<file path="src/rtl/compuertas_pkg.sv">
// Shared definitions for the gate-unit sequencer: select encodings, FSM states
// and the reference truth table for each operation.
package compuertas_pkg;

    localparam logic [2:0] SEL_OFF  = 3'b000;
    localparam logic [2:0] SEL_AND  = 3'b001;
    localparam logic [2:0] SEL_OR   = 3'b010;
    localparam logic [2:0] SEL_XOR  = 3'b011;
    localparam logic [2:0] SEL_NAND = 3'b100;
    localparam logic [2:0] SEL_NOR  = 3'b101;
    localparam logic [2:0] SEL_XNOR = 3'b110;

    typedef enum logic [2:0] {
        REPOSO,
        ACTIVAR,
        APLICAR,
        ESPERA,
        REPORTE,
        FIN
    } estado_t;

    // Bit i is the gate output for {ent1,ent2,ent3} = i.
    function automatic logic [7:0] tabla_esperada(input logic [2:0] sel);
        logic [7:0] t;
        case (sel)
            SEL_AND:  t = 8'h80;
            SEL_OR:   t = 8'hFE;
            SEL_XOR:  t = 8'h96;
            SEL_NAND: t = 8'h7F;
            SEL_NOR:  t = 8'h01;
            SEL_XNOR: t = 8'h69;
            default:  t = 8'h00;
        endcase
        return t;
    endfunction

endpackage

</file>
<file path="src/rtl/secuenciador_compuertas_if.sv">
// Connection to the three-input gate unit: the sequencer drives the data
// inputs, enable and select, and reads back the single gate output.
interface secuenciador_compuertas_if;
    logic       ent1;
    logic       ent2;
    logic       ent3;
    logic       act;
    logic [2:0] sel;
    logic       sal;

    modport master (output ent1, ent2, ent3, act, sel, input sal);
    modport slave  (input ent1, ent2, ent3, act, sel, output sal);
endinterface

</file>
<file path="src/rtl/contador_espera.sv">
// Settle counter: loads 1 when a combination is applied and counts up to
// SETTLE; listo marks the cycle in which the gate output may be sampled.
module contador_espera #(
    parameter int SETTLE = 1
) (
    input  logic clk,
    input  logic rst_n,
    input  logic carga,
    input  logic avanza,
    output logic listo
);
    localparam logic [3:0] LIMITE = 4'(SETTLE);

    logic [3:0] cuenta;

    always_ff @(posedge clk or negedge rst_n) begin
        if (!rst_n) begin
            cuenta <= 4'd0;
        end else if (carga) begin
            cuenta <= 4'd1;
        end else if (avanza) begin
            cuenta <= cuenta + 4'd1;
        end
    end

    assign listo = (cuenta == LIMITE);

endmodule

</file>
<file path="src/rtl/secuenciador_compuertas.sv">
// Sweeps the gate unit through all six operations and eight input combinations,
// captures each truth table and flags tables that differ from the reference.
module secuenciador_compuertas
    import compuertas_pkg::*;
#(
    parameter int SETTLE = 1
) (
    input  logic                         clk,
    input  logic                         rst_n,
    input  logic                         inicio,
    input  logic                         abortar,
    secuenciador_compuertas_if.master    compuerta,
    output logic [7:0]                   tabla,
    output logic [2:0]                   tabla_sel,
    output logic                         tabla_valida,
    output logic                         discrepa,
    output logic [2:0]                   errores,
    output logic                         ocupado,
    output logic                         fin
);
    estado_t    estado;
    logic [2:0] combo;
    logic [2:0] ent_reg;
    logic       act_reg;
    logic [2:0] sel_reg;
    logic       listo;
    logic       carga;
    logic       avanza;
    logic       difiere;

    assign compuerta.ent1 = ent_reg[2];
    assign compuerta.ent2 = ent_reg[1];
    assign compuerta.ent3 = ent_reg[0];
    assign compuerta.act  = act_reg;
    assign compuerta.sel  = sel_reg;

    assign ocupado = (estado != REPOSO);
    assign difiere = (tabla != tabla_esperada(sel_reg));
    assign carga   = (estado == APLICAR);
    assign avanza  = (estado == ESPERA) && !listo;

    contador_espera #(.SETTLE(SETTLE)) u_espera (
        .clk    (clk),
        .rst_n  (rst_n),
        .carga  (carga),
        .avanza (avanza),
        .listo  (listo)
    );

    always_ff @(posedge clk or negedge rst_n) begin
        if (!rst_n) begin
            estado       <= REPOSO;
            combo        <= 3'd0;
            ent_reg      <= 3'd0;
            act_reg      <= 1'b0;
            sel_reg      <= SEL_OFF;
            tabla        <= 8'h00;
            tabla_sel    <= 3'd0;
            tabla_valida <= 1'b0;
            discrepa     <= 1'b0;
            errores      <= 3'd0;
            fin          <= 1'b0;
        end else begin
            tabla_valida <= 1'b0;
            fin          <= 1'b0;
            // Abort wins over everything, including inicio in the same cycle.
            if (abortar && estado != REPOSO) begin
                estado  <= REPOSO;
                act_reg <= 1'b0;
                sel_reg <= SEL_OFF;
                ent_reg <= 3'd0;
            end else begin
                case (estado)
                    REPOSO: begin
                        if (inicio && !abortar) begin
                            errores <= 3'd0;
                            estado  <= ACTIVAR;
                        end
                    end
                    ACTIVAR: begin
                        act_reg <= 1'b1;
                        sel_reg <= SEL_AND;
                        combo   <= 3'd0;
                        estado  <= APLICAR;
                    end
                    APLICAR: begin
                        ent_reg <= combo;
                        // Table of the previous operation stays visible through its report cycle.
                        if (combo == 3'd0) begin
                            tabla <= 8'h00;
                        end
                        estado <= ESPERA;
                    end
                    ESPERA: begin
                        if (listo) begin
                            tabla[combo] <= compuerta.sal;
                            if (combo == 3'd7) begin
                                estado <= REPORTE;
                            end else begin
                                combo  <= combo + 3'd1;
                                estado <= APLICAR;
                            end
                        end
                    end
                    REPORTE: begin
                        tabla_valida <= 1'b1;
                        tabla_sel    <= sel_reg;
                        discrepa     <= difiere;
                        if (difiere && errores != 3'd7) begin
                            errores <= errores + 3'd1;
                        end
                        if (sel_reg == SEL_XNOR) begin
                            estado <= FIN;
                        end else begin
                            sel_reg <= sel_reg + 3'd1;
                            combo   <= 3'd0;
                            estado  <= APLICAR;
                        end
                    end
                    FIN: begin
                        fin     <= 1'b1;
                        act_reg <= 1'b0;
                        sel_reg <= SEL_OFF;
                        ent_reg <= 3'd0;
                        estado  <= REPOSO;
                    end
                    default: estado <= REPOSO;
                endcase
            end
        end
    end

endmodule

</file>
<file path="src/flat_wrapper.sv">
// flat-port wrapper written by rule: the top's interface ports become plain ports
module secuenciador_compuertas_flat import compuertas_pkg::*;
#(
    parameter int SETTLE = 1
)
  (clk, rst_n, inicio, abortar, tabla, tabla_sel, tabla_valida, discrepa, errores, ocupado, fin, compuerta_ent1, compuerta_ent2, compuerta_ent3, compuerta_act, compuerta_sel, compuerta_sal);
  secuenciador_compuertas_if compuerta_i ();
  input  logic clk;
  input  logic rst_n;
  input  logic inicio;
  input  logic abortar;
  output logic [7:0] tabla;
  output logic [2:0] tabla_sel;
  output logic tabla_valida;
  output logic discrepa;
  output logic [2:0] errores;
  output logic ocupado;
  output logic fin;
  output wire logic [$bits(compuerta_i.ent1)-1:0] compuerta_ent1;
  output wire logic [$bits(compuerta_i.ent2)-1:0] compuerta_ent2;
  output wire logic [$bits(compuerta_i.ent3)-1:0] compuerta_ent3;
  output wire logic [$bits(compuerta_i.act)-1:0] compuerta_act;
  output wire logic [$bits(compuerta_i.sel)-1:0] compuerta_sel;
  input wire logic [$bits(compuerta_i.sal)-1:0] compuerta_sal;
  assign compuerta_ent1 = compuerta_i.ent1;
  assign compuerta_ent2 = compuerta_i.ent2;
  assign compuerta_ent3 = compuerta_i.ent3;
  assign compuerta_act = compuerta_i.act;
  assign compuerta_sel = compuerta_i.sel;
  assign compuerta_i.sal = compuerta_sal;
  secuenciador_compuertas #(.SETTLE(SETTLE)) u_core (.clk(clk), .rst_n(rst_n), .inicio(inicio), .abortar(abortar), .compuerta(compuerta_i), .tabla(tabla), .tabla_sel(tabla_sel), .tabla_valida(tabla_valida), .discrepa(discrepa), .errores(errores), .ocupado(ocupado), .fin(fin));
endmodule
</file>
<file path="config.mk">
export PLATFORM = sky130hd
export DESIGN_NAME = secuenciador_compuertas_flat
export DESIGN_NICKNAME = d
export VERILOG_FILES = /design/src/rtl/compuertas_pkg.sv /design/src/rtl/secuenciador_compuertas_if.sv /design/src/rtl/contador_espera.sv /design/src/rtl/secuenciador_compuertas.sv /design/src/flat_wrapper.sv
export SDC_FILE = /design/constraint.sdc
export NUM_CORES = 1
export LEC_CHECK = 0
export BUFFER_PORTS_ARGS = -buffer_cell sky130_fd_sc_hd__buf_2
export CAP_MARGIN = 20
export CORE_UTILIZATION = 55
export CTS_BUF_LIST = sky130_fd_sc_hd__clkbuf_16
export DETAILED_ROUTE_END_ITERATION = 10
export GPL_ROUTABILITY_DRIVEN = 0
export GPL_TIMING_DRIVEN = 0
export HOLD_SLACK_MARGIN = 0.08
export PLACE_DENSITY = 0.79
export REMOVE_ABC_BUFFERS = 1
export SLEW_MARGIN = 10
export SYNTH_ARGS = -nofsm -noshare
export SYNTH_HDL_FRONTEND = slang
export SYNTH_SLANG_ARGS = --single-unit
</file>
<file path="constraint.sdc">
create_clock -name clk -period 2.4 [get_ports clk]
set_input_delay 0.12 -clock clk [delete_from_list [all_inputs] [get_ports clk]]
set_output_delay 0.12 -clock clk [all_outputs]
set_load 0.02 [all_outputs]
</file>
==> run_results.csv, run 1 <==
group,metric,value,unit
routing,viasPerCell,5.96,
clock_network,clk_latency,280,ps
worst_setup_path,critPathKind,"reg2reg",
synthesis,synth_compound_area_share,23.9,%
synthesis,yosysMostFrequentCell,"dfrtp_1",
clock_network,clkTransAtPathRegs,60,ps
synthesis,yosys.area_share.simple,18.3,%
synthesis,synthTopCellsByCount,"34 x dfrtp_1, 33 x o21ai_0, 21 x nand2_1",
global_route,grt_max_degree,35,
timing,period_needed,2350,ps
synthesis,ys_warn_count,0,
timing,relSlewSlack,50.6,%
finish,diodes,0,
timing,skew,6.78,ps
global_route,met1_usage,36.4,%
finish,top_register,"u_core.tabla",
synthesis,synthAdderAreaFrac,7.48,%
global_route,gr-usage-met2,37.4,%
clock_network,cts-buffers-inserted,5,
synthesis,synth_flop_cell,"dfrtp_1",
synthesis,mappedNetlistArea,0.00201,sq mm
floorplan,die-height,62.4,um
place,io_buffers,29,
synthesis,synth_area_leaders,"dfrtp_1 42%, o21ai_0 8.2%, ha_1 7.5%",
synthesis,async_flop_share,100,%
synthesis,synthCells,226,
power,leakage,1.16,nW
place,dp_slack,-199,ps
global_route,busiest_layer,"met2",
synthesis,synth_xor_area_share,0.436,%
worst_setup_path,required,2560,ps
global_route,grt_util_met3,5.47,%
timing,fin_crit_sh,98.1,%
floorplan,rows,21,
floorplan,io_pins,30,
routing,via_count,1788,
synthesis,synth_top_family_by_area,"compound AO/OA/AOI/OAI gates",
flow_run,maxCapViolCount,0,
worst_setup_path,start_kind,"register",
worst_setup_path,endpoint_kind,"register",
worst_setup_path,crit_path_cell_trace,"ha_1 -> or3_4 -> a2111oi_4 -> o211ai_1 -> or2_1 -> mux2_2",
timing,setup_slack,46.6,ps
timing,whs,212,ps
routing,drt-initial-drc-count,114,
worst_setup_path,crit_buf_inv,0,
clock_network,htreeDepth,2,
floorplan,coreArea,0.00342,sq mm
worst_setup_path,crit_slowest_cell,"dfrtp_2",
finish,syn2layout_area_growth,20.7,%
finish,reg_top3,"u_core.tabla: 8 flops, u_core.u_espera.cuenta: 4 flops",
routing,antenna_left,0,
place,hpwl,2900,um
timing,tightest_slew,741,ps
finish,final_area,0.00242,sq mm
routing,wl_per_cell,15.0,um
worst_setup_path,critPathMaxFanout,4,
power,ir_drop,0.534,mV
finish,layout-drive-gt1-share,21.3,%
clock_network,cts.sinks,34,
floorplan,die-area,0.00389,sq mm
global_route,grt_pass1_vias,1622,
timing,final-hold-violation-count,0,
synthesis,synth_edf_count,0,
timing,drv_slew,0,
routing,routed_wl,4500,um
timing,setup_violations,0,
global_route,antenna_found_initial,0,
global_route,grt_pass1_wl,7690,um
finish,largest_register_ffs,8,
hold_path,hold_path.class,"in2reg",
routing,firstDrtPassIters,5,
floorplan,start_util,58.8,%
synthesis,postSynthAreaPerCell,8.88,sq um
timing,setup_tns,0,ps
timing,rsz0062_at_grt,"yes",
routing,drc,0,
global_route,gr-usage-all-layers,25.5,%
synthesis,synth_area_leader_cell,"dfrtp_1",
synthesis,synthMuxAreaShare,3.05,%
clock_network,cts_tree,"yes",
floorplan,chipWidth,62.4,um
timing,fmax,0.425,GHz
synthesis,synth.top_cell.area_share,42.4,%
synthesis,ys_ff_latch,34,
clock_network,ctsRootBufferMaster,"clkbuf_16",
worst_setup_path,critPathTopFamily,"simple AND/OR/NAND/NOR gates",
global_route,grt_overflow,0,
worst_setup_path,crit_arrival,2510,ps
power,power_density,843,mW/mm^2
status,outcome,"finished clean",
synthesis,synth_cell_types,43,
worst_setup_path,critPathMaxStageDelay,430,ps
synthesis,synth_seq_area_share,42.4,%
finish,nNetsFinal,270,
place,place_area,0.00216,sq mm
clock_network,clk_path_buf_depth,2,
[per-layer routing]
metal,wire (um),vias to the layer above
met2,2080,53
met5,0,-
li1,-,872
met1,2140,851
met4,93,0
met3,185,12
[layout by cell type, fill, tap and decap left out, types with 2 or more instances in the layout]
| cell type | n |
|---|---|
| a21o_1 | 2 |
| a21oi_1 | 16 |
| a22o_1 | 4 |
| a22oi_1 | 2 |
| a31oi_1 | 3 |
| a32o_1 | 3 |
| and3_1 | 3 |
| buf_2 | 29 |
| buf_4 | 2 |
| bufinv_16 | 2 |
| clkbuf_16 | 5 |
| clkinv_1 | 2 |
| dfrtp_1 | 31 |
| dfrtp_2 | 3 |
| ha_1 | 11 |
| inv_1 | 10 |
| mux2_4 | 2 |
| mux2i_1 | 2 |
| nand2_1 | 21 |
| nand2b_1 | 4 |
| nand3_1 | 8 |
| nor2_1 | 17 |
| nor2b_1 | 3 |
| nor3_1 | 5 |
| nor4_1 | 2 |
| o21ai_0 | 33 |
| o31ai_1 | 4 |
| or3_1 | 2 |
| or3_4 | 2 |
[where the power goes]
part	internal (W)	switching (W)	total, W
Combinational	0.000205	0.000302	0.000507
Sequential	0.000626	0.0000867	0.000713
Clock	0.000591	0.000231	0.000822
[metrics by stage]
step | cells | utilization, % | power (W)
6_report | 300 | 70.9 | 0.00204
2_1_floorplan | 214 | - | 0.00103
5_1_grt | 300 | 70.9 | 0.00216
3_3_place_gp | 289 | 63.3 | 0.00116
4_1_cts | 298 | 69.5 | 0.00201
3_5_place_dp | 289 | 63.3 | 0.00117
[what timing repair did]
item	in CTS	in global routing
resized for setup	4	6
pin swaps	2	2
hold buffers	1	0
gates cloned	0	0
endpoints found under the setup margin	12	12
setup buffers	0	2
hold endpoints to repair	34	0
[path summary, 6_finish.rpt]
kind,from,endpoint,slack [ps],cells after the start
min reg2reg,u_core.tabla_sel[1]$_DFFE_PN0P_,u_core.tabla_sel[1]$_DFFE_PN0P_,480,2
max reg2reg,u_core.compuerta.sel[0]$_DFFE_PN0P_,u_core.discrepa$_DFFE_PN0P_,50,6
max in group asynchronous,rst_n,u_core.compuerta.sel[1]$_DFFE_PN0P_,1440,2
min in group asynchronous,rst_n,u_core.u_espera.cuenta[0]$_DFFE_PN0P_,440,2
min,abortar,u_core.estado[0]$_DFFE_PN0P_,210,2
max,u_core.compuerta.sel[0]$_DFFE_PN0P_,u_core.discrepa$_DFFE_PN0P_,50,6
[cells by family (layout without fill, tap and decap cells)]
logic type | count (synthesis) | count (layout)
multiplexers | 5 | 5
AND/OR/NAND/NOR | 74 | 74
flip-flops | 34 | 34
AO/OA/AOI/OAI | 77 | 77
buffers and inverters | 23 | 51
adder cells (fa/ha/maj) | 12 | 12
XOR/XNOR | 1 | 1
[final cells by class]
cell class | count | area, sq um
clock buffer | 5 | 125
clock inverter | 3 | 63.8
fill | 258 | 993
inverter | 11 | 41.3
multi-input combinational | 169 | 1110
sequential | 34 | 855
tap | 46 | 57.6
timing repair buffer | 32 | 170
Note: power is estimated with default switching activity, not from simulation.
==> run 2: changes to the inputs <==
--- a/config.mk
+++ b/config.mk
@@ -5,15 +5,16 @@
 export SDC_FILE = /design/constraint.sdc
 export NUM_CORES = 1
 export LEC_CHECK = 0
+export ABC_AREA = 1
 export BUFFER_PORTS_ARGS = -buffer_cell sky130_fd_sc_hd__buf_2
 export CAP_MARGIN = 20
-export CORE_UTILIZATION = 55
+export CORE_UTILIZATION = 56
 export CTS_BUF_LIST = sky130_fd_sc_hd__clkbuf_16
 export DETAILED_ROUTE_END_ITERATION = 10
 export GPL_ROUTABILITY_DRIVEN = 0
 export GPL_TIMING_DRIVEN = 0
 export HOLD_SLACK_MARGIN = 0.08
-export PLACE_DENSITY = 0.79
+export PLACE_DENSITY = 0.81
 export REMOVE_ABC_BUFFERS = 1
 export SLEW_MARGIN = 10
 export SYNTH_ARGS = -nofsm -noshare
==> run_results.csv, run 2 <==
group,metric,value,unit
finish,largest_register_ffs,8,
synthesis,synth.top_cell.area_share,42.6,%
worst_setup_path,critPathMaxStageDelay,410,ps
global_route,gr-usage-all-layers,23.7,%
synthesis,synth_cell_types,26,
power,p_int,0.00129,W
global_route,grt_pass1_wl,6560,um
power,leakage,1.24,nW
routing,drt-initial-drc-count,99,
worst_setup_path,crit_slowest_cell,"dfrtp_1",
floorplan,coreArea,0.00339,sq mm
power,swShare,38.2,%
floorplan,die-area,0.00381,sq mm
routing,firstDrtPassIters,4,
synthesis,ys_warn_count,0,
place,io_buffers,29,
power,power_frac_comb,35.2,%
routing,routed_wl,4000,um
synthesis,mappedNetlistArea,0.00200,sq mm
timing,setup_violations,0,
power,ir_drop,0.665,mV
clock_network,ctsRootBufferMaster,"clkbuf_16",
synthesis,synth_edf_count,0,
hold_path,hold_path.class,"in2reg",
global_route,busiest_layer,"met2",
global_route,grt_overflow,0,
timing,setup_tns,0,ps
floorplan,chipWidth,61.7,um
global_route,gr-usage-met2,40.7,%
global_route,met1_usage,30.6,%
synthesis,yosysMostFrequentCell,"nand2_1",
routing,antenna_left,0,
timing,skew,3.79,ps
synthesis,async_flop_share,100,%
clock_network,cts-buffers-inserted,5,
synthesis,synth_area_leaders,"dfrtp_1 43%, nand2_1 11%, ha_1 7.5%",
global_route,grt_util_met3,5.38,%
worst_setup_path,endpoint_kind,"register",
clock_network,clk_latency,270,ps
place,hpwl,2960,um
clock_network,htreeDepth,2,
global_route,grt_pass1_vias,1493,
timing,period_needed,1890,ps
timing,rsz0062_at_grt,"no",
power,p_switching,0.000797,W
finish,diodes,0,
power,pwr-share-seq,36.5,%
flow_run,maxCapViolCount,0,
power,power.total,0.00208,W
floorplan,rows,21,
global_route,grt_max_degree,35,
floorplan,io_pins,30,
worst_setup_path,critPathMaxFanout,5,
power,power.share.clock,28.3,%
worst_setup_path,required,2610,ps
worst_setup_path,crit_arrival,2100,ps
clock_network,cts_tree,"yes",
floorplan,start_util,59.0,%
finish,final_util,69.2,%
finish,layout-drive-gt1-share,18.9,%
timing,fmax,0.528,GHz
clock_network,clkTransAtPathRegs,50,ps
worst_setup_path,crit_path_cell_trace,"inv_1 -> ha_1 -> nand2_1 -> nand3_1 -> nand2_1 -> nand2_1 -> inv_1 -> nor2_1 -> nand3_1 -> nand2_1 -> nand2_2 -> nand2_2 -> nand2_1 -> nand2_1",
finish,reg_top3,"u_core.tabla: 8 flops, u_core.u_espera.cuenta: 4 flops",
finish,top_register,"u_core.tabla",
worst_setup_path,critPathKind,"reg2reg",
clock_network,cts.sinks,34,
synthesis,synthTopCellsByCount,"56 x nand2_1, 39 x inv_1, 34 x dfrtp_1",
synthesis,ys_ff_latch,34,
worst_setup_path,start_kind,"register",
synthesis,synth_flop_cell,"dfrtp_1",
power,power_density,888,mW/mm^2
routing,viasPerCell,5.14,
clock_network,cts.repair_timing.setup_buffer_count,0,
synthesis,postSynthAreaPerCell,7.71,sq um
timing,tightest_slew,736,ps
routing,via_count,1757,
finish,nNetsFinal,312,
timing,drv_slew,0,
clock_network,clk_path_buf_depth,2,
finish,fillers,290,
global_route,antenna_found_initial,0,
floorplan,die-height,61.7,um
finish,final_common_cell,"nand2_1",
finish,final_area,0.00235,sq mm
status,outcome,"finished clean",
routing,drc,0,
timing,final-hold-violation-count,0,
synthesis,synth_seq_area_share,42.6,%
routing,wl_per_cell,11.7,um
finish,final_cell_mix,"56 x nand2_1, 40 x inv_1, 34 x dfrtp_1",
timing,relSlewSlack,50.9,%
finish,syn2layout_area_growth,17.4,%
synthesis,synth_area_leader_cell,"dfrtp_1",
synthesis,synthCells,259,
place,place_area,0.00220,sq mm
worst_setup_path,cpMostUsedCell,"nand2_1",
timing,fin_crit_sh,78.9,%
-- run 2: layer usage --
layer,routed length (um),vias to the layer above
met2,2000,35
met5,0,-
met3,133,6
met1,1830,805
met4,45,0
li1,-,911
-- run 2: cell families after synthesis --
kind of cell | count (synthesis) | synth area share, %
adders and majority gates | 12 | 7.51
buffers and inverters | 45 | 8.52
AOI/OAI and AO/OA | 46 | 13.0
and+or+nand+nor | 122 | 28.4
DFF | 34 | 42.6
-- run 2: per-stage QoR --
step	std cells	hold WS, ps	setup WS [ps]
after detailed placement	333	226	279
final	342	126	507
after floorplan	258	-176	662
after CTS	342	129	265
after global routing	342	130	308
after global placement	333	225	314
-- run 2: power by group through the flow --
stage                     Sequential [W]  Combinational (W)  Clock, W
after floorplan                 0.000813           0.000486         0
after global placement          0.000763           0.000714         0
after detailed placement        0.000767           0.000727         0
after CTS                       0.000759           0.000734  0.000600
after global routing            0.000774           0.000840  0.000633
final                           0.000760           0.000733  0.000590
-- run 2: final cells by class --
| cell class | count | area (sq um) | share of cell area [%] |
|---|---|---|---|
| multi-input combinational | 180 | 980 | 41.8 |
| inverter | 44 | 165 | 7.04 |
| tap | 46 | 57.6 | 2.45 |
| sequential | 34 | 851 | 36.3 |
| clock buffer | 5 | 125 | 5.33 |
| clock inverter | 3 | 12.5 | 0.533 |
| timing repair buffer | 30 | 155 | 6.61 |
-- run 2: critical path, delay by kind of cell (launching register included) --
kind | cells | cell delay, ps
fa+ha+maj | 1 | 310
buf+inv | 2 | 200
flops | 1 | 410
simple gates | 11 | 920
-- run 2: path summary, 6_finish.rpt --
path	cells past startpoint	end	slack (ps)	start
worst max register to register	14	u_core.errores[1]$_DFFE_PN0P_	510	u_core.compuerta.sel[0]$_DFFE_PN0P_
max in group asynchronous	2	u_core.tabla[3]$_DFFE_PN0P_	1490	rst_n
worst min-delay path	2	u_core.tabla_valida$_DFF_PN0_	130	abortar
min in group asynchronous	2	u_core.discrepa$_DFFE_PN0P_	450	rst_n
worst min register to register	2	u_core.tabla_sel[2]$_DFFE_PN0P_	490	u_core.tabla_sel[2]$_DFFE_PN0P_
worst max-delay path	14	u_core.errores[1]$_DFFE_PN0P_	510	u_core.compuerta.sel[0]$_DFFE_PN0P_
-- run 2: repair_timing --
| item | in CTS | in global routing |
|---|---|---|
| hold buffers | 1 | 0 |
| endpoints found under the setup margin | 0 | 1 |
| hold endpoints to repair | 34 | 0 |
| gates resized for setup | 0 | 1 |
==> run 3: changes to the inputs <==
--- a/config.mk
+++ b/config.mk
@@ -8,13 +8,13 @@
 export ABC_AREA = 1
 export BUFFER_PORTS_ARGS = -buffer_cell sky130_fd_sc_hd__buf_2
 export CAP_MARGIN = 20
-export CORE_UTILIZATION = 56
+export CORE_UTILIZATION = 51
 export CTS_BUF_LIST = sky130_fd_sc_hd__clkbuf_16
 export DETAILED_ROUTE_END_ITERATION = 10
 export GPL_ROUTABILITY_DRIVEN = 0
 export GPL_TIMING_DRIVEN = 0
 export HOLD_SLACK_MARGIN = 0.08
-export PLACE_DENSITY = 0.81
+export PLACE_DENSITY = 0.77
 export REMOVE_ABC_BUFFERS = 1
 export SLEW_MARGIN = 10
 export SYNTH_ARGS = -nofsm -noshare
==> constraint.sdc (replaced) <==
create_clock -name clk -period 1.5 [get_ports clk]
set_input_delay 0.075 -clock clk [delete_from_list [all_inputs] [get_ports clk]]
set_output_delay 0.075 -clock clk [all_outputs]
set_load 0.02 [all_outputs]
==> run_results.csv, run 3 (synthesized netlist as in run 2, its figures left out) <==
group,metric,value,unit
worst_setup_path,critPathKind,"reg2reg",
routing,viasPerCell,5.31,
floorplan,coreArea,0.00372,sq mm
floorplan,io_pins,30,
timing,setup_violations,10,
timing,period_needed,1710,ps
finish,final_cell_mix,"42 x nand2_1, 33 x inv_1, 29 x buf_2",
finish,largest_register_ffs,8,
routing,drt-initial-drc-count,96,
power,power_frac_comb,44.1,%
power,leakage,1.40,nW
floorplan,start_util,53.8,%
timing,relSlewSlack,50.4,%
finish,reg_top3,"u_core.tabla: 8 flops, u_core.u_espera.cuenta: 4 flops",
clock_network,htreeDepth,2,
timing,whs,118,ps
global_route,grt_pass1_vias,1842,
clock_network,cts_tree,"yes",
clock_network,clk_latency,280,ps
power,p_switching,0.00158,W
status,outcome,"finished with violations",
clock_network,clkTransAtPathRegs,50,ps
finish,layout-drive-gt1-share,39.4,%
timing,rsz0062_at_grt,"yes",
flow_run,maxCapViolCount,0,
worst_setup_path,endpoint_kind,"register",
routing,wl_per_cell,13.3,um
clock_network,clk_path_buf_depth,2,
worst_setup_path,critPathMaxFanout,4,
power,power.total,0.00395,W
finish,multi_input_area,0.00118,sq mm
place,hpwl,3080,um
finish,final_common_cell,"nand2_1",
power,swShare,40.1,%
finish,syn2layout_area_growth,36.8,%
timing,setup_slack,-208,ps
power,power_density,1440,mW/mm^2
timing,tightest_slew,744,ps
finish,final_area,0.00273,sq mm
timing,drv_slew,0,
worst_setup_path,start_kind,"register",
global_route,grt_max_degree,35,
power,power.share.clock,24.4,%
place,io_buffers,29,
finish,nNetsFinal,333,
routing,drc,0,
status,violations,"setup timing",
timing,fin_crit_sh,114,%
routing,firstDrtPassIters,4,
clock_network,ctsRootBufferMaster,"clkbuf_16",
routing,antenna_left,0,
place,place_area,0.00220,sq mm
finish,fillers,256,
floorplan,die-height,64.6,um
power,ir_drop,0.980,mV
timing,final-hold-violation-count,0,
worst_setup_path,crit_arrival,1870,ps
place,dp_slack,-637,ps
floorplan,die-area,0.00417,sq mm
timing,skew,7.28,ps
clock_network,cts-buffers-inserted,5,
worst_setup_path,required,1660,ps
clock_network,cts.sinks,34,
finish,top_register,"u_core.tabla",
routing,via_count,1938,
finish,regArea,860,sq um
power,pwr-share-seq,31.6,%
global_route,grt_overflow,0,
floorplan,rows,22,
timing,fmax,0.585,GHz
global_route,grt_pass1_wl,7960,um
global_route,antenna_found_initial,0,
global_route,gr-usage-all-layers,25.0,%
routing,routed_wl,4860,um
hold_path,hold_path.class,"in2reg",
floorplan,chipWidth,64.6,um
power,p_int,0.00236,W
finish,diodes,0,
run 3: layer usage:
| layer | vias to the layer above | global-route usage (%) | share of wire, % |
|---|---|---|---|
| met2 | 60 | 43.6 | 51 |
| met5 | - | 0 | 0 |
| li1 | 956 | - | - |
| met1 | 909 | 28.5 | 42 |
| met3 | 13 | 7.22 | 4.4 |
| met4 | 0 | 10.6 | 2.3 |
run 3: metrics by stage:
step,TNS (ps),cells,utilization (%)
6_report,-1130,365,73.5
5_1_grt,-2150,365,73.5
4_1_cts,-653,357,69.6
3_5_place_dp,-9460,335,59.2
3_3_place_gp,-8390,335,59.2
2_1_floorplan,-2750,258,-
run 3: critical path: stages (launching register included):
cell	delay, ps
dfrtp_2	470
ha_4	190
ha_2	180
o21ai_2	130
nand2_1	70
nand2_1	50
nand2_1	60
nand3_2	110
nand2_2	80
nand2_4	90
nand2_4	60
nand2_2	50
nand2_1	60
run 3: cell type report:
| cell class | instances | area share [%] |
|---|---|---|
| multi-input cells | 180 | 43.3 |
| clock inverters | 3 | 0.458 |
| flip-flops and latches | 34 | 31.5 |
| inverters | 44 | 6.46 |
| clock buffers | 5 | 4.58 |
| well taps | 48 | 2.20 |
| repair buffers | 51 | 11.5 |
run 3: repair_timing:
item / 4_1_cts / 5_1_grt
pin swaps: 17 / 14
setup endpoints to repair: 25 / 27
hold endpoints to repair: 35 / 0
setup buffers: 12 / 8
hold buffers: 2 / 0
gates resized for setup: 40 / 34
run 3: path summary, 6_finish.rpt:
path                       cells past startpoint                           startpoint                             to  slack [ps]
min in group asynchronous                      2                                rst_n  u_core.errores[2]$_DFFE_PN0P_         400
hold / removal                                 3                        compuerta_sal    u_core.tabla[5]$_DFFE_PN0P_         120
max in group asynchronous                      2                                rst_n    u_core.combo[1]$_DFFE_PN0P_         570
hold reg to reg                                2          u_core.discrepa$_DFFE_PN0P_    u_core.discrepa$_DFFE_PN0P_         480
setup / recovery                              12  u_core.compuerta.sel[1]$_DFFE_PN0P_  u_core.errores[1]$_DFFE_PN0P_        -210
setup reg to reg                              12  u_core.compuerta.sel[1]$_DFFE_PN0P_  u_core.errores[1]$_DFFE_PN0P_        -210
run 3: power groups by stage:
stage / logic (W) / registers [W] / clock network (W)
2_1_floorplan: 0.000778 / 0.00130 / 0
5_1_grt: 0.00189 / 0.00126 / 0.00102
6_report: 0.00174 / 0.00125 / 0.000961
4_1_cts: 0.00147 / 0.00123 / 0.000976
3_5_place_dp: 0.00117 / 0.00123 / 0
3_3_place_gp: 0.00114 / 0.00122 / 0
